--- src/rtl/sdp_ram_arbiter.sv ---
// Shares one simple-dual-port block RAM between two requesters.
// Write port and read port each run an independent round-robin arbiter; read data is routed back by a tag pipeline.
module sdp_ram_arbiter #(
  parameter int DATAW    = 32,
  parameter int ADDRW    = 32,
  parameter int WORD_LEN = 2,
  parameter int READ_LAT = 1
) (
  input  logic             clk,
  input  logic             rstn,

  input  logic             req0_valid,
  input  logic             req0_we,
  input  logic [ADDRW-1:0] req0_addr,
  input  logic [DATAW-1:0] req0_wdata,
  output logic             req0_ready,
  output logic             rsp0_valid,
  output logic [DATAW-1:0] rsp0_rdata,

  input  logic             req1_valid,
  input  logic             req1_we,
  input  logic [ADDRW-1:0] req1_addr,
  input  logic [DATAW-1:0] req1_wdata,
  output logic             req1_ready,
  output logic             rsp1_valid,
  output logic [DATAW-1:0] rsp1_rdata,

  output logic             ram_wea,
  output logic [ADDRW-1:0] ram_addra,
  output logic [DATAW-1:0] ram_dina,
  output logic [ADDRW-1:0] ram_addrb,
  input  logic [DATAW-1:0] ram_doutb
);

  localparam logic [ADDRW-1:0] WORD_MASK = {ADDRW{1'b1}} << WORD_LEN;

  logic [1:0]       req_valid;
  logic [1:0]       req_we;
  logic [ADDRW-1:0] req_addr  [2];
  logic [DATAW-1:0] req_wdata [2];

  assign req_valid    = {req1_valid, req0_valid};
  assign req_we       = {req1_we, req0_we};
  assign req_addr[0]  = req0_addr;
  assign req_addr[1]  = req1_addr;
  assign req_wdata[0] = req0_wdata;
  assign req_wdata[1] = req1_wdata;

  // Arbitration state and read-tag pipeline.
  logic                wr_last;
  logic                rd_last;
  logic [ADDRW-1:0]    last_rd_addr;
  logic [READ_LAT-1:0] trk_valid;
  logic [READ_LAT-1:0] trk_id;

  logic [1:0]       wr_cand;
  logic [1:0]       rd_cand;
  logic [1:0]       rd_collide;
  logic             wr_gnt;
  logic             wr_win;
  logic             rd_gnt;
  logic             rd_win;
  logic [ADDRW-1:0] wr_word;
  logic [ADDRW-1:0] rd_word;
  logic             rsp_hit;

  // With both requesters competing, the one that did not win last time goes first.
  function automatic logic rr_pick(input logic [1:0] cand, input logic last);
    if (cand == 2'b11) return ~last;
    return cand[1];
  endfunction

  always_comb begin
    // NOTE: give every combinational output a value before any conditional
    // assignment; a path that leaves one unassigned infers a latch.
    rd_collide = '0;

    wr_cand = req_valid & req_we & {2{rstn}};
    wr_gnt  = |wr_cand;
    wr_win  = rr_pick(wr_cand, wr_last);
    wr_word = req_addr[wr_win] & WORD_MASK;

    // A read to the word being written this cycle waits, so it later sees the new data.
    for (int i = 0; i < 2; i++) begin
      if (wr_gnt && ((req_addr[i] & WORD_MASK) == wr_word)) rd_collide[i] = 1'b1;
    end

    rd_cand = req_valid & ~req_we & {2{rstn}} & ~rd_collide;
    rd_gnt  = |rd_cand;
    rd_win  = rr_pick(rd_cand, rd_last);
    rd_word = req_addr[rd_win] & WORD_MASK;
  end

  assign req0_ready = (wr_gnt && !wr_win) || (rd_gnt && !rd_win);
  assign req1_ready = (wr_gnt &&  wr_win) || (rd_gnt &&  rd_win);

  assign ram_wea   = wr_gnt;
  assign ram_addra = wr_gnt ? wr_word : '0;
  assign ram_dina  = wr_gnt ? req_wdata[wr_win] : '0;
  assign ram_addrb = !rstn ? '0 : (rd_gnt ? rd_word : last_rd_addr);

  // The oldest pipeline stage lines up with ram_doutb for the read issued READ_LAT edges ago.
  assign rsp_hit    = rstn & trk_valid[READ_LAT-1];
  assign rsp0_valid = rsp_hit & ~trk_id[READ_LAT-1];
  assign rsp1_valid = rsp_hit &  trk_id[READ_LAT-1];
  assign rsp0_rdata = rsp0_valid ? ram_doutb : '0;
  assign rsp1_rdata = rsp1_valid ? ram_doutb : '0;

  always_ff @(posedge clk) begin
    // NOTE: sequential state uses non-blocking assignments so every register
    // samples pre-edge values regardless of statement order.
    if (!rstn) begin
      wr_last      <= 1'b1;
      rd_last      <= 1'b1;
      last_rd_addr <= '0;
      trk_valid    <= '0;
    end else begin
      if (wr_gnt) wr_last <= wr_win;
      if (rd_gnt) begin
        rd_last      <= rd_win;
        last_rd_addr <= rd_word;
      end
      // NOTE: trk_id is deliberately not reset; it is only ever read
      // qualified by trk_valid, which is.
      trk_valid[0] <= rd_gnt;
      trk_id[0]    <= rd_win;
      for (int i = 1; i < READ_LAT; i++) begin
        trk_valid[i] <= trk_valid[i-1];
        trk_id[i]    <= trk_id[i-1];
      end
    end
  end

endmodule
--- config.mk ---
export PLATFORM = sky130hd
export DESIGN_NAME = sdp_ram_arbiter
export DESIGN_NICKNAME = d
export VERILOG_FILES = /design/src/rtl/sdp_ram_arbiter.sv
export SDC_FILE = /design/constraint.sdc
export NUM_CORES = 1
export LEC_CHECK = 0
export ABC_AREA = 1
export CAP_MARGIN = 10
export CORE_AREA = 2 2 128 130
export CTS_BUF_LIST = sky130_fd_sc_hd__clkbuf_4
export CTS_CLUSTER_DIAMETER = 50
export DETAILED_ROUTE_END_ITERATION = 8
export DIE_AREA = 0 0 130 132
export PLACE_DENSITY = 0.73
export REMOVE_ABC_BUFFERS = 1
export SETUP_SLACK_MARGIN = 0.05
export SYNTH_ARGS = -nofsm -noshare
export SYNTH_HDL_FRONTEND = slang
export SYNTH_SLANG_ARGS = --single-unit
export TNS_END_PERCENT = 30
--- constraint.sdc ---
create_clock -name clk -period 4 [get_ports clk]
set_input_delay 0.4 -clock clk [delete_from_list [all_inputs] [get_ports clk]]
set_output_delay 0.4 -clock clk [all_outputs]
set_load 0.1 [all_outputs]
After elaboration in Yosys (flattened, before gate mapping)
Cells that the tools add are included.
{ "word_totals": {"ff_bits": 36, "output_inout_bits": 165} }
{ "classes": {"magnitude_cmp": 2, "eq_ne": 4, "mux": 23, "bitwise": 15, "n_reduce_logical": 12} }
{ "ops": {"columns": ["op", "n"], "rows": [
  ["$mux W32", 15],
  ["$eq A30 B30 Y1", 2],
  ["$and A2 B2 Y2", 5],
  ["$mux W1", 8],
  ["$logic_and A1 B1 Y1", 6],
  ["$eq A2 B2 Y1 const B", 2],
  ["$ge A2 B2 Y1 const B", 2],
  ["$not A1 Y2", 2],
  ["$not A2 Y2", 2],
  ["$reduce_or A2 Y1", 2],
  ["$and A1 B1 Y1", 3],
  ["$not A1 Y1", 3],
  ["$logic_not A1 Y1", 2],
  ["$logic_or A1 B1 Y1", 2]
]} }

Depth between registers and ports, before layout
{ "logic_depth": {"word_depth": 23, "depth_mapped": 18, "ltp_nobuf": 17} }

Least setup slack after synthesis
No wires, ideal clock.
{ "synth_timing": {"path_kind": "in2out", "start": "in rstn", "end": "out rsp0_rdata[10]", "arrival_ps": 4592, "t_required_ps": 3600, "path_slack_ps": -992, "stages": 5, "path_buffers": 1, "path_cell_list": "clkinv_1 > nor3_1 > inv_1 > clkbuf_1 > nor2_1"} }
{ "synth_between": {"elab_chain_len": 3} }
{ "synth_rtl": {"columns": ["item", "line", "source"], "rows": [
  ["from (decl)", "10", "input logic rstn,"],
  ["$and A1 B1 Y1", "103", "assign rsp_hit = rstn & trk_valid[READ_LAT-1];"],
  ["$and A1 B1 Y1", "104", "assign rsp0_valid = rsp_hit & ~trk_id[READ_LAT-1];"],
  ["net rsp0_valid", "17", "output logic rsp0_valid,"],
  ["$mux W32", "106", "assign rsp0_rdata = rsp0_valid ? ram_doutb : '0;"],
  ["to (decl)", "18", "output logic [DATAW-1:0] rsp0_rdata,"]
]} }
The timed path passes the listed nets, and every way through them passes these cells.

Worst setup path in the final report
{ "layout_timing": {"start": "in rstn", "end": "out ram_addrb[27]"} }
{ "layout_between": {"elab_chain_len": 22, "word_cells_on_any_way": 28} }
{ "layout_rtl": {"columns": ["item", "line", "source"], "rows": [
  ["$and A2 B2 Y2", "78", "wr_cand = req_valid & req_we & {2{rstn}};"],
  ["$eq A2 B2 Y1", "69", "if (cand == 2'b11) return ~last;"],
  ["$mux W1", "69", null],
  ["$mux W1", "70", "return cand[1];"],
  ["$not A1 Y2 (implied by the code)", "81", "wr_word = req_addr[wr_win] & WORD_MASK;"],
  ["$mux W32 (implied by the code) (3 in a row)", "81", null],
  ["$eq A30 B30 Y1", "85", "if (wr_gnt && ((req_addr[i] & WORD_MASK) == wr_word)) rd_collide[i] = 1'b1;"],
  ["$logic_and A1 B1 Y1", "85", null],
  ["(+2 left out)", null, null],
  ["$and A2 B2 Y2", "88", "rd_cand = req_valid & ~req_we & {2{rstn}} & ~rd_collide;"],
  ["$eq A2 B2 Y1", "69", null],
  ["$mux W1", "69", null],
  ["$mux W1", "70", null],
  ["$not A1 Y2 (implied by the code)", "91", "rd_word = req_addr[rd_win] & WORD_MASK;"],
  ["$mux W32 (implied by the code) (3 in a row)", "91", null],
  ["$mux W32", null, null],
  ["$mux W32 *", null, null],
  ["to (decl)", "31", "output logic [ADDRW-1:0] ram_addrb,"]
]} }
Mark *: on every way between the ends. The rest lies on a longest branch, timed or not. The select of a mux whose other input is x is not followed.

==> impl_metrics.ini <==
[run]
max_cap_violations = 0

[global_route]
grt_use_total_pct = 24.0
grt_first_pass_wirelength_um = 33100
grt_antenna_before_repair = 1
grt_max_degree = 68
grt_pass1_vias = 6215
grt_overflow = 0

[cts]
cts_tree = built
htree_levels = 2
insertion_delay_ns = 0.36
ctsHoldBuffers = 0
cts_buffers = 5
clk_pin_slew_worst_paths_ns = 0.13
clock_path_buffers = 2
cts-root-buf = clkbuf_4
clock-sinks = 36

[setup_path]
cp_top_family = buffers and inverters
reg2reg_slack_ns = 1.41
cp-start-kind = input pin
end_kind = output pin
cp.required_ns = 3.60
cp_common_cell = nand2_1
slowest_delay_ns = 0.48
critPathSlowestCell = clkdlybuf4s50_1
crit_arrival_ns = 3.40
worst-path-max-fanout = 29
path_cells = clkdlybuf4s50_1 > buf_4 > nand4_2 > buf_4 > nand4_1 > nand2_1 > inv_1 > nand2_1 > nor2_1 > nand2_1 > nor2_1 > nand2_1 > nand2_1 > buf_4 > nand3_1 > nand2_1 > inv_1 > a21oi_1 > buf_12
worstSetupPathType = in2out
cp_num_buf_inv = 7

[synth]
ys_seq_area_share_pct = 16.2
synth_top_area_share_pct = 21.3
syn_area_um2 = 4520
yosys-top-cells-area = nand3_1, dfxtp_1, nand2_1
ys_ff_latch = 36
synth.avg_cell_area_um2 = 5.15
ys.flop_type = dfxtp_1
yosysTopAreaCell = nand3_1
synth-edff-count = 1
synth_cells = 876
yosys_warnings = 0
async_flop_share_pct = 0
synth_cell_type_count = 25

[drt]
dr.first_iter.drc_count = 472
totalWireLength_um = 21800
dr.pass1.iters = 5
wl_per_cell_um = 15.7
vias_per_cell = 5.00
antenna_left = 0
drc = 0
num_vias = 6944

[timing]
maxSlewHeadroom_pct = 33.5
drv_slew = 0
finalHoldViolCount = 0
rsz0062_at_grt = true
fin_ws_ns = 0.197
fin_skew_ns = 0.0139
worst_pin_slew_ns = 0.996
period_needed_ns = 3.80
whs_ns = 0.467
timing.setup.tns_ns = 0
fin_crit_sh_pct = 95.1
finalSetupViolCount = 0
fmax_mhz = 263

[status]
status = finished clean

[min_path]
hold_class = reg2reg

[place]
routabilityCongestion = 0.875
place_hpwl_um = 17300
numPortBuffers = 324
place_ws_ns = 0.264

[power_and_ir_drop]
p_leak_nw = 4.53
vdd_drop_max_mv = 0.131
powerDensity_nw_per_um2 = 210
finalPower_mw = 2.05

[die]
dieArea_um2 = 17200
die_h_um = 132
ioPinCount = 331
core_area_um2 = 15700
die_x_um = 130
row_count = 46
start_util_pct = 28.7

[layout]
syn2layout_area_growth_pct = 116
final_nets = 1338
final_core_util_pct = 62.0
drive_gt1_share_pct = 18.0
[cell usage after synthesis (2+ instances only)]
master	number
inv_1	150
o21ai_0	2
a211oi_1	30
buf_4	5
nand4_1	57
nand3_1	192
buf_2	21
nand2_1	171
clkbuf_1	34
nor2_2	2
nor2_1	128
nand2_2	3
nor3_1	3
a21oi_1	29
buf_1	5
dfxtp_1	35
[worst min-delay path, cell delays in order, from the launching register on]
cell,delay (ns)
dfxtp_1,0.32
inv_1,0.04
nor2_1,0.06
[per-layer routing]
metal | GRT usage [%] | vias up | part of all wire [%] | wire length (um)
met3 | 5.76 | 31 | 9.4 | 2040
met4 | 5.20 | 0 | 1.8 | 395
met2 | 44.1 | 370 | 52 | 11300
met5 | 0 | - | 0 | 0
met1 | 27.9 | 3118 | 37 | 7990
li1 | - | 3425 | - | -
[through the flow]
stage	instance area (um^2)	instances
floorplan	4230	812
global placement	9660	1381
detailed placement	9660	1381
CTS	9710	1389
global route	9740	1390
finish	9740	1390
[layout make-up]
type	instances	area, um^2
sequential	36	731
fill	1370	5970
clock buffer	6	45.0
antenna	1	2.50
timing repair buffer	353	5160
inverter	151	567
multi-input combinational	625	2960
tap	216	270
clock inverter	2	7.51
[final timing paths]
kind / from / endpoint / cells after the start
max: rstn / ram_addrb[27] / 19
min: last_rd_addr[0]$_DFF_P_ / last_rd_addr[0]$_DFF_P_ / 2
max reg2reg: wr_last$_SDFFE_PN1P_ / last_rd_addr[23]$_DFF_P_ / 16
min reg2reg: last_rd_addr[0]$_DFF_P_ / last_rd_addr[0]$_DFF_P_ / 2
[sequential cells by signal, summed over array words and instances (netlist names)]
| signal | count |
|---|---|
| wr_last | 1 |
| trk_valid | 1 |
| last_rd_addr | 32 |
| trk_id | 1 |
| rd_last | 1 |
[where the power goes]
group | total, mW | leakage, nW | internal (mW) | switching, mW
combinational | 1.44 | 4.20 | 0.529 | 0.912
clock | 0.214 | 0.0307 | 0.0722 | 0.142
sequential | 0.391 | 0.298 | 0.384 | 0.00676
[layout by cell type (no fill, tap or decap)]
cell type,n
nand3_1,192
nand2_1,171
buf_12,168
clkdlybuf4s50_1,161
inv_1,150
nor2_1,128
nand4_1,57
dfxtp_1,35
a211oi_1,30
a21oi_1,25
buf_4,23
clkbuf_4,6
a21oi_2,4
nor3_1,3
clkinv_1,3
nor2_4,2
nand2_2,2
nand2_4,2
o21ai_0,2
conb_1,2
diode_2,1
nand4_2,1
nor3b_1,1
nor2_2,1
o21ai_2,1
o211ai_1,1
buf_6,1
edfxtp_1,1
[kinds of logic after synthesis]
kind of cell,count (synthesis),share of synthesized area [%]
other,1,0.0830
and+or+nand+nor,560,56.0
AOI/OAI and AO/OA,63,8.78
DFF,36,16.2
buffers and inverters,216,19.0
[what timing repair did]
action                     4_1_cts  5_1_grt
resized for setup                0        6
buffers inserted                 0        0
setup endpoints to repair        0       27
(Power assumes the default switching activity.)
